File: config.mk
export PLATFORM = sky130hd
export DESIGN_NAME = board_generator
export DESIGN_NICKNAME = d
export VERILOG_FILES = /design/src/rtl/mm_pkg.sv /design/src/rtl/mm_lfsr16.sv /design/src/rtl/board_generator.sv
export SDC_FILE = /design/constraint.sdc
export NUM_CORES = 1
export LEC_CHECK = 0
export ABC_CLOCK_PERIOD_IN_PS = 3900
export BUFFER_PORTS_ARGS = -buffer_cell sky130_fd_sc_hd__buf_2
export CAP_MARGIN = 40
export CORE_MARGIN = 4
export CORE_UTILIZATION = 40
export DETAILED_ROUTE_END_ITERATION = 7
export PLACE_DENSITY = 0.71
export RECOVER_POWER = 50
export SLEW_MARGIN = 10
export SYNTH_ARGS = -nofsm -noshare
export SYNTH_HDL_FRONTEND = slang
export SYNTH_SLANG_ARGS = --single-unit
File: constraint.sdc
create_clock -name clk -period 3.9 [get_ports clk]
set_input_delay 1.17 -clock clk [delete_from_list [all_inputs] [get_ports clk]]
set_output_delay 1.17 -clock clk [all_outputs]
set_load 0.01 [all_outputs]
File: src/rtl/mm_pkg.sv
// mm_pkg: shared state encoding and LFSR constants for the Memory Matrix board generator.
package mm_pkg;
  typedef enum logic [1:0] {IDLE, GEN, SHOW, ARMED} state_t;
  localparam logic [15:0] LFSR_POLY = 16'hB400;
  localparam logic [15:0] DEFAULT_SEED = 16'hACE1;
  localparam int TILES = 16;
endpackage

File: src/rtl/mm_lfsr16.sv
// mm_lfsr16: 16-bit Galois LFSR with seed load (zero seed falls back to the default) and step enable.
module mm_lfsr16 import mm_pkg::*; #(
  parameter logic [15:0] SEED0 = mm_pkg::DEFAULT_SEED
) (
  input  logic        clk,
  input  logic        reset,
  input  logic        load,
  input  logic [15:0] seed,
  input  logic        step,
  output logic [15:0] value
);
  always_ff @(posedge clk)
    if (reset) value <= SEED0;
    else if (load) value <= seed == 16'd0 ? SEED0 : seed;
    else if (step) value <= (value >> 1) ^ (value[0] ? LFSR_POLY : 16'd0);
endmodule

File: src/rtl/board_generator.sv
// board_generator: places N distinct lit tiles via LFSR, shows them for SHOW_CYCLES, then arms guessing.
module board_generator import mm_pkg::*; #(
  parameter int          TILES        = mm_pkg::TILES,
  parameter int          SHOW_CYCLES  = 100000000,
  parameter logic [15:0] DEFAULT_SEED = mm_pkg::DEFAULT_SEED
) (
  input  logic             clk,
  input  logic             reset,
  input  logic             start,
  input  logic             seed_load,
  input  logic [15:0]      seed,
  input  logic [4:0]       tiles_req,
  output logic [TILES-1:0] board,
  output logic [TILES-1:0] show,
  output logic             busy,
  output logic             guess_enable,
  output logic             done
);
  localparam int IW = $clog2(TILES);
  localparam int TW = $clog2(SHOW_CYCLES + 1);
  state_t state, state_n;
  logic [15:0] lfsr;
  logic [IW-1:0] idx;
  logic [4:0] cnt, target, target_c;
  logic [TW-1:0] timer;
  logic accept, place;
  mm_lfsr16 #(.SEED0(DEFAULT_SEED)) u_lfsr (
    .clk(clk), .reset(reset), .load(seed_load), .seed(seed),
    .step(state == GEN), .value(lfsr)
  );
  assign idx = IW'(lfsr & 16'(TILES - 1));
  assign accept = start && (state == IDLE || state == ARMED);
  assign place = state == GEN && cnt != target && !board[idx];
  assign target_c = tiles_req == 5'd0 ? 5'd1 : tiles_req > 5'(TILES) ? 5'(TILES) : tiles_req;
  always_ff @(posedge clk)
    if (reset) state <= IDLE;
    else state <= state_n;
  always_comb begin
    state_n = accept ? GEN
            : state == GEN && cnt == target ? SHOW
            : state == SHOW && timer == '0 ? ARMED
            : state;
    show = state == SHOW ? board : '0;
    busy = state == GEN || state == SHOW;
    guess_enable = state == ARMED;
  end
  always_ff @(posedge clk)
    if (reset) begin
      board  <= '0;
      cnt    <= '0;
      target <= '0;
      timer  <= '0;
      done   <= 1'b0;
    end else begin
      done <= state == SHOW && timer == '0;
      if (accept) begin
        board  <= '0;
        cnt    <= '0;
        target <= target_c;
      end else if (place) begin
        board[idx] <= 1'b1;
        cnt        <= cnt + 5'd1;
      end
      timer <= state == GEN && cnt == target ? TW'(SHOW_CYCLES - 1)
             : state == SHOW && timer != '0 ? timer - TW'(1)
             : timer;
    end
endmodule

==> run_results.csv, run 1 <==
group,metric,value,unit
status,status,"completed",
logic_synthesis,ys.flop_type,"dfxtp_1",
sta,fin_crit_sh,0.749,
sta,tightest_slew,1.25,ns
sta,hold_viol_final,0,
global_route,grt_overflow,0,
logic_synthesis,async_reset_ff_frac,0,
die,die_w,104,um
clocking,cts-resized-gates,0,
hold_path,min_path_type,"flip-flop to flip-flop",
clocking,cts_root_buffer,"clkbuf_8",
pwr,ir_worst_vdd,0.216,mV
die,io_pins,60,
global_route,grtUsageTotal,0.156,
route,vias,3240,
logic_synthesis,syn-num-nets,453,
setup_path,worstPathRequired,4.13,ns
global_route,grt_pass1_wl,14300,um
pwr,p_leak,1.58,nW
clocking,post-cts-setup-buffers,0,
finish,multi_input_area,0.00211,mm^2
setup_path,r2r_end,"timer[20]$_SDFFE_PP0P_",
finish,final_cell_mix,"dfxtp_1 (72), nor2_1 (49), buf_2 (40)",
setup_path,cpMostUsedCell,"clkbuf_1",
setup_path,critPathLaunch,"reset",
die,rows,34,
finish,drive_above_1_share,0.173,
pwr,power.density,480,mW/mm^2
route,dr.max_layer_used,"met4",
logic_synthesis,ys_warn_count,0,
sta,worst_slack,0.981,ns
die,initial_core_util,0.418,
placement,dp_slack,1.27,ns
sta,setup_viol,0,
sta,max_freq,0.343,GHz
clocking,clkSlewWorstSetupHoldPaths,0.08,ns
finish,regArea,0.00144,mm^2
sta,rsz0062_at_grt,"no",
finish,final_common_cell,"dfxtp_1",
route,drt-vias-per-instance,5.56,
setup_path,start_kind,"input pin",
die,dieHeight,104,um
die,design.core.area,0.00885,mm^2
placement,gp_congestion,0.790,
setup_path,crit_slowest_cell,"clkbuf_1",
clocking,tritoncts,"yes",
placement,hpwl,6200,um
setup_path,cp_cell_sequence,"clkbuf_1, clkbuf_1, nand2b_1, nor2_1",
setup_path,arrival,3.15,ns
logic_synthesis,synth_cell_type_count,57,
finish,areaGrowthSynthToFinish,14.6,%
finish,diodes,0,
logic_synthesis,ys_seq_area_frac,0.390,
clocking,cts_hold_buffers,0,
finish,nFillCells,859,
setup_path,critPathMaxStageDelay,0.98,ns
global_route,antenna_found_initial,0,
route,first_iter_violations,173,
setup_path,r2r_cells,7,
setup_path,reg2reg_slack,1.23,ns
route,antenna_left,0,
setup_path,setup.worst_path.class,"input pin to flip-flop",
sta,fin_setup_tns,0,ns
logic_synthesis,synth_edf_count,0,
route,drc,0,
clocking,cts_sinks,72,
clocking,clk-insertion-delay-late,0.35,ns
global_route,grt_pass1_vias,3035,
logic_synthesis,synth_seq_cells,72,
setup_path,cp-end-kind,"flip-flop",
sta,clock-skew-final,0.0158,ns
pwr,p_total,2.03,mW
sta,slew_viol_final,0,
route,wl_per_cell,14.6,um
clocking,cts_made_buffers,9,
sta,maxSlewHeadroom,0.169,
placement,io_buffers,59,
global_route,grt_max_degree,32,
clocking,clockBufferDepth,2,
route,wl_met2,4130,um
clocking,htree_num_levels,3,
logic_synthesis,postSynthCellCount,423,
logic_synthesis,syn_area,0.00370,mm^2
setup_path,cp_max_fo,31,
route,wl_met3,382,um
finish,final_core_util,0.479,
route,met1_length,3900,um
sta,post-route-min-period,2.92,ns
run,maxCapViolCount,0,
setup_path,r2r_start,"state[0]$_SDFFE_PP0P_",
route,drt_wl_total,8500,um
die,die_area,0.0108,mm^2
route,dr.pass1.iters,4,
setup_path,cp-endpoint,"timer[12]$_SDFFE_PP0P_",
finish,finalNetCount,500,
logic_synthesis,avgSynthCellArea,8.74,um^2
[routing by layer]
metal | GRT usage | up-vias
met5 | 0 | -
met2 | 0.260 | 62
met4 | 0.0475 | 0
met1 | 0.198 | 1535
li1 | - | 1635
met3 | 0.0422 | 8
[sequential cells by signal, indices dropped and copies added (netlist names)]
signal        flops
timer            27
board            16
u_lfsr.value     16
cnt               5
target            5
state             2
done              1
[metrics by stage]
step                cell area, um^2  hold WS [ns]  instances
floorplan                      3700         0.448        423
global placement               4050         0.462        567
detailed placement             4050         0.461        567
CTS                            4270         0.473        583
global route                   4240         0.501        583
finish                         4240         0.472        583
[power by group]
group / internal (mW) / total, mW / switching, mW / leakage [nW]
registers: 0.796 / 0.867 / 0.0714 / 0.588
clock network: 0.363 / 0.653 / 0.290 / 0.107
logic: 0.184 / 0.514 / 0.330 / 0.882
[synth_stat cells, drive strengths merged (2+ instances only)]
cell,instances,area [um^2]
nor3,5,41.3
mux2i,7,70.1
a211oi,2,15.0
nor4,10,90.1
o311ai,3,43.8
nand4,5,52.6
o31ai,11,96.3
and2,16,100
a21oi,37,185
mux4,4,90.1
dfxtp,72,1440
mux2,5,56.3
nor2,49,184
xor2,13,114
nand2b,11,68.8
o22ai,8,50.1
clkbuf,21,78.8
and4,2,17.5
nand3,15,75.1
nand2,25,93.8
xnor2,8,70.1
nor3b,3,22.5
o211ai,2,15.0
inv,8,30.0
nand3b,2,15.0
ha,5,62.6
a2111oi,4,60.1
or3,6,42.5
a31oi,14,87.6
buf,6,31.3
o21ai,21,105
or4,12,93.8
[layout make-up]
cell class,count,area share
multi-input combinational,316,0.499
clock inverter,6,0.0222
sequential,72,0.340
tap,108,0.0319
timing repair buffer,63,0.0694
inverter,8,0.00709
clock buffer,10,0.0301
[how the worst min path moves through the flow]
stage                                start  slack, ns                     end  cells after the start
detailed placement  target[4]$_SDFFE_PP0P_       0.46  target[4]$_SDFFE_PP0P_                      2
CTS                 target[4]$_SDFFE_PP0P_       0.47  target[4]$_SDFFE_PP0P_                      2
global route        target[0]$_SDFFE_PP0P_       0.50  target[0]$_SDFFE_PP0P_                      2
finish              target[4]$_SDFFE_PP0P_       0.47  target[4]$_SDFFE_PP0P_                      2
global placement    target[4]$_SDFFE_PP0P_       0.46  target[4]$_SDFFE_PP0P_                      2
floorplan           target[0]$_SDFFE_PP0P_       0.45  target[0]$_SDFFE_PP0P_                      2
[kinds of logic after synthesis]
kind of cell | Yosys count | synth area share
and+or+nand+nor | 166 | 0.254
DFF | 72 | 0.390
muxes | 16 | 0.0586
xor gates and xnor gates | 21 | 0.0498
adders and majority gates | 5 | 0.0169
buffers and inverters | 35 | 0.0379
AOI/OAI and AO/OA | 108 | 0.193
[worst max-delay path, delay by kind of cell]
| family | cells | cell delay [ns] |
|---|---|---|
| simple gates | 2 | 0.51 |
| buf+inv | 2 | 1.47 |
Note: power is estimated with default switching activity, not from simulation.
==> run 2: changes to the inputs <==
ABC_CLOCK_PERIOD_IN_PS = 2700   (was 3900)
clock period = 2.7 ns   (was 3.9 ns; I/O delays follow)
==> run 2 against run 1 <==
Clock power is 30% higher. Critical path depth is 3 higher. Final cell count is 0.51% higher. Register-to-register slack worse by 0.95 ns. Die area stayed put. Combinational power is 47% higher. Wire length is 2.0% lower. First-iteration DRC count is 13% lower. Largest cell class unchanged.
==> run_results.csv, run 2 (synthesis gave the netlist of run 1 again) <==
group,metric,value,unit
placement,gp_congestion,0.833,
finish,fin_area,0.00424,mm^2
sta,post-route-min-period,2.42,ns
clocking,cts_made_buffers,9,
die,dieHeight,104,um
placement,place_inst,571,
finish,final_cell_mix,"dfxtp_1 (72), nor2_1 (49), buf_2 (40)",
global_route,grtUsageTotal,0.157,
finish,largest_register,"timer",
hold_path,min_to,"target[4]$_SDFFE_PP0P_",
sta,clock-skew-final,0.0131,ns
run,maxCapViolCount,0,
setup_path,cp_cell_sequence,"inv_1, ha_1, or4b_4, or2_0, o31ai_4, mux2_1, a21oi_1",
sta,slew_viol_final,0,
route,first_iter_violations,151,
placement,dp_slack,0.285,ns
setup_path,start_kind,"flip-flop",
setup_path,r2r_end,"timer[1]$_SDFFE_PP0P_",
clocking,tritoncts,"yes",
die,die_area,0.0108,mm^2
sta,worst_slack,0.280,ns
route,drt-vias-per-instance,5.56,
clocking,post-cts-setup-buffers,0,
sta,fin_setup_tns,0,ns
pwr,ir_worst_vdd,0.270,mV
finish,final_core_util,0.479,
route,dr.pass1.iters,4,
finish,nFillCells,874,
sta,max_freq,0.413,GHz
route,vias,3258,
clocking,cts_sinks,72,
pwr,power.density,671,mW/mm^2
placement,hpwl,6120,um
hold_path,min_path_type,"flip-flop to flip-flop",
pwr,p_leak,1.58,nW
die,initial_core_util,0.418,
finish,diodes,0,
clocking,clockBufferDepth,2,
route,antenna_left,0,
finish,final_common_cell,"dfxtp_1",
status,status,"completed",
clocking,cts_root_buffer,"clkbuf_8",
setup_path,r2r_start,"timer[0]$_SDFFE_PP0P_",
setup_path,reg2reg_slack,0.28,ns
setup_path,setup.worst_path.class,"flip-flop to flip-flop",
sta,rsz0062_at_grt,"no",
setup_path,r2r_cells,7,
sta,maxSlewHeadroom,0.279,
global_route,grt_pass1_wl,14300,um
clocking,cts_hold_buffers,0,
global_route,grt_max_degree,44,
placement,dpl_cell_area,0.00408,mm^2
clocking,htree_num_levels,3,
setup_path,cp-end-kind,"flip-flop",
sta,setup_viol,0,
clocking,clkSlewWorstSetupHoldPaths,0.08,ns
die,io_pins,60,
setup_path,crit_slowest_cell,"or4b_4",
setup_path,arrival,2.71,ns
finish,areaGrowthSynthToFinish,14.7,%
route,wl_per_cell,14.2,um
sta,fin_crit_sh,0.896,
route,drt_wl_total,8330,um
finish,fin_cells,586,
clocking,cts-resized-gates,0,
hold_path,min_path_cells,2,
die,die_w,104,um
route,drc,0,
hold_path,hold_start,"target[4]$_SDFFE_PP0P_",
finish,regArea,0.00144,mm^2
setup_path,critPathMaxStageDelay,0.51,ns
finish,largest_reg_flops,27,
setup_path,cp_max_fo,6,
die,design.core.area,0.00885,mm^2
setup_path,worstPathRequired,2.99,ns
pwr,p_total,2.85,mW
sta,hold_ws,0.471,ns
clocking,clk-insertion-delay-late,0.35,ns
finish,reg_top3,"timer: 27 flops, board: 16 flops, u_lfsr.value: 16 flops",
die,rows,34,
sta,tightest_slew,1.08,ns
global_route,antenna_found_initial,0,
sta,hold_viol_final,0,
global_route,grt_overflow,0,
placement,io_buffers,59,
global_route,grt_pass1_vias,3070,
finish,multi_input_area,0.00211,mm^2
finish,drive_above_1_share,0.180,
finish,finalNetCount,504,
==> run 2: worst max path at each step <==
stage	start	cells past startpoint	endpoint
finish	timer[0]$_SDFFE_PP0P_	7	timer[1]$_SDFFE_PP0P_
global route	timer[0]$_SDFFE_PP0P_	7	timer[1]$_SDFFE_PP0P_
CTS	timer[0]$_SDFFE_PP0P_	7	timer[1]$_SDFFE_PP0P_
detailed placement	timer[0]$_SDFFE_PP0P_	7	timer[1]$_SDFFE_PP0P_
global placement	timer[0]$_SDFFE_PP0P_	7	timer[1]$_SDFFE_PP0P_
floorplan	timer[0]$_SDFFE_PP0P_	8	timer[1]$_SDFFE_PP0P_
==> run 2: final cells by class <==
| class | instances | share of cell area |
|---|---|---|
| repair buffers | 67 | 0.0764 |
| multi-input cells | 316 | 0.499 |
| clock buffers | 10 | 0.0325 |
| flip-flops and latches | 72 | 0.340 |
| clock inverters | 5 | 0.0136 |
| well taps | 108 | 0.0319 |
| inverters | 8 | 0.00708 |
==> run 2: power breakdown <==
group	internal (mW)	total [mW]	switching (mW)
combinational	0.279	0.755	0.476
clock	0.445	0.847	0.402
sequential	1.15	1.24	0.0956
total	1.87	2.85	0.974
==> run 2: worst max-delay path: cells and delay by family (launching register included) <==
family	cells	cell delay, ns
compound gates	2	0.49
simple gates	2	0.89
flops	1	0.32
mux	1	0.35
fa+ha+maj	1	0.20
buf+inv	1	0.11
==> run 2: metal layers <==
metal / track usage / vias up / part of all wire
li1: - / 1645 / -
met4: 0.0598 / 0 / 0.020
met3: 0.0403 / 14 / 0.047
met5: 0 / - / 0
met2: 0.261 / 67 / 0.48
met1: 0.195 / 1532 / 0.46
==> run 3: changes to the inputs <==
ABC_CLOCK_PERIOD_IN_PS = default   (was 2700)
SETUP_SLACK_MARGIN = 0.5   (was default)
==> run 3 against run 2 <==
Worst setup slack gained 0.089 ns. First-iteration DRC count grew 45%. Design area grew 7.1%. Hold slack gained 0.0034 ns. Highest routed layer unchanged. Utilization grew 3.4 points. Non-clock buffer count grew 18. Register-to-register slack gained 0.09 ns. Total power grew 12%.
==> run_results.csv, run 3 (synthesis gave the netlist of run 1 again) <==
group,metric,value,unit
pwr,p_leak,1.74,nW
finish,drive_above_1_share,0.252,
placement,gp_congestion,0.805,
clocking,cts_sinks,72,
clocking,clkSlewWorstSetupHoldPaths,0.08,ns
finish,fin_area,0.00454,mm^2
placement,hpwl,6160,um
global_route,antenna_found_initial,0,
sta,fin_crit_sh,0.863,
die,die_area,0.0108,mm^2
route,vias,3455,
sta,setup_viol,0,
setup_path,cp_max_fo,5,
die,design.core.area,0.00885,mm^2
die,initial_core_util,0.418,
die,dieHeight,104,um
setup_path,critPathTopFamily,"simple AND/OR/NAND/NOR gates",
route,first_iter_violations,219,
route,drt_wl_total,9110,um
sta,post-route-min-period,2.33,ns
die,rows,34,
clocking,htree_num_levels,3,
sta,max_freq,0.429,GHz
finish,diodes,0,
pwr,seq_power_share,0.396,
global_route,grt_overflow,0,
pwr,p_sw_frac,0.333,
setup_path,worstPathRequired,2.97,ns
sta,clock-skew-final,0.00855,ns
status,status,"completed",
sta,rsz0062_at_grt,"yes",
pwr,power.switching,1.06,mW
finish,final_cell_mix,"dfxtp_1 (68), nor2_1 (49), buf_2 (42)",
finish,reg_top3,"timer: 27 flops, board: 16 flops, u_lfsr.value: 16 flops",
route,drc,0,
pwr,ir_worst_vdd,0.283,mV
setup_path,setup.worst_path.class,"flip-flop to flip-flop",
pwr,clkPwrFrac,0.327,
finish,final_common_cell,"dfxtp_1",
finish,largest_register,"timer",
route,wl_per_cell,15.1,um
global_route,grt_pass1_wl,14600,um
placement,dpl_cell_area,0.00409,mm^2
global_route,grt_pass1_vias,3135,
setup_path,cp-end-kind,"flip-flop",
route,dr.pass1.iters,5,
setup_path,crit_slowest_cell,"or4b_1",
die,io_pins,60,
route,antenna_left,0,
global_route,grtUsageTotal,0.158,
finish,final_core_util,0.513,
placement,io_buffers,59,
sta,maxSlewHeadroom,0.256,
pwr,p_int,2.12,mW
setup_path,critPathMaxStageDelay,0.57,ns
sta,hold_viol_final,0,
sta,hold_ws,0.475,ns
finish,areaGrowthSynthToFinish,22.9,%
clocking,tritoncts,"yes",
finish,finalNetCount,522,
setup_path,arrival,2.60,ns
clocking,cts_root_buffer,"clkbuf_8",
route,drt-vias-per-instance,5.71,
pwr,p_total,3.18,mW
clocking,cts_made_buffers,9,
clocking,clockBufferDepth,2,
pwr,p_comb_frac,0.277,
sta,tightest_slew,1.12,ns
die,die_w,104,um
run,maxCapViolCount,0,
setup_path,critical_path_buf_inv_count,2,
hold_path,min_path_type,"flip-flop to flip-flop",
pwr,power.density,701,mW/mm^2
finish,largest_reg_flops,27,
clocking,clk-insertion-delay-late,0.34,ns
sta,slew_viol_final,0,
setup_path,start_kind,"flip-flop",
sta,fin_setup_tns,0,ns
setup_path,cp_cell_sequence,"inv_1, ha_1, or4b_1, nor4_4, buf_4, nand3_2, or4_1, a31oi_1",
global_route,grt_max_degree,44,
## run 3: cell count changes in the layout (fill, tap and decap cells not counted), sizes merged
cell      before  now
inv            8    9
buf           46   65
clkbuf        31   29
bufinv         1    3
clkinvlp       3    2
## run 3: stage by stage
step / setup slack (ns) / cells
final: 0.369 / 605
after global routing: 0.245 / 605
after CTS: 0.433 / 599
after detailed placement: 0.277 / 570
after global placement: 0.350 / 570
after floorplan: 0.482 / 423
## run 3: worst reg2reg max path, stage by stage (launching register included)
cell and delay [ns]:
dfxtp_2 0.33, inv_1 0.07, ha_1 0.18, or4b_1 0.57, nor4_4 0.22, buf_4 0.18
nand3_2 0.07, or4_1 0.47, a31oi_1 0.17
## run 3: layer usage
layer	part of all wire	global-route usage	vias up	wire, um
met2	0.49	0.266	103	4440
met5	0	0	-	0
li1	-	-	1691	-
met4	0.017	0.0579	0	153
met3	0.050	0.0323	21	460
met1	0.45	0.200	1640	4060
## run 3: layout make-up
type / count / area, um^2
clock buffers: 9 / 124
clock inverters: 7 / 119
fillers: 814 / 4310
inverters: 8 / 30.0
multi-input cells: 316 / 2210
flip-flops and latches: 72 / 1450
well taps: 108 / 135
repair buffers: 85 / 480
## run 3: power groups by stage
stage,Combinational (mW),Clock (mW),Sequential (mW)
final,0.882,1.04,1.26
after CTS,0.811,1.06,1.25
after detailed placement,0.765,0,1.27
after global placement,0.752,0,1.27
after global routing,0.956,1.10,1.27
after floorplan,0.653,0,1.24
## run 3: timing repair
item / 4_1_cts / 5_1_grt
gates resized for setup: 9 / 23
hold buffers: 0 / 0
pin swaps: 7 / 17
buffers inserted: 13 / 6
endpoints found under the setup margin: 34 / 39
hold endpoints to repair: 0 / 0
## run 3: worst paths after layout
kind	from	endpoint	slack, ns	cells after the start
worst min-delay path	target[4]$_SDFFE_PP0P_	target[4]$_SDFFE_PP0P_	0.47	2
worst min register to register	target[4]$_SDFFE_PP0P_	target[4]$_SDFFE_PP0P_	0.47	2
worst max register to register	timer[1]$_SDFFE_PP0P_	timer[16]$_SDFFE_PP0P_	0.37	8
worst max-delay path	timer[1]$_SDFFE_PP0P_	timer[16]$_SDFFE_PP0P_	0.37	8
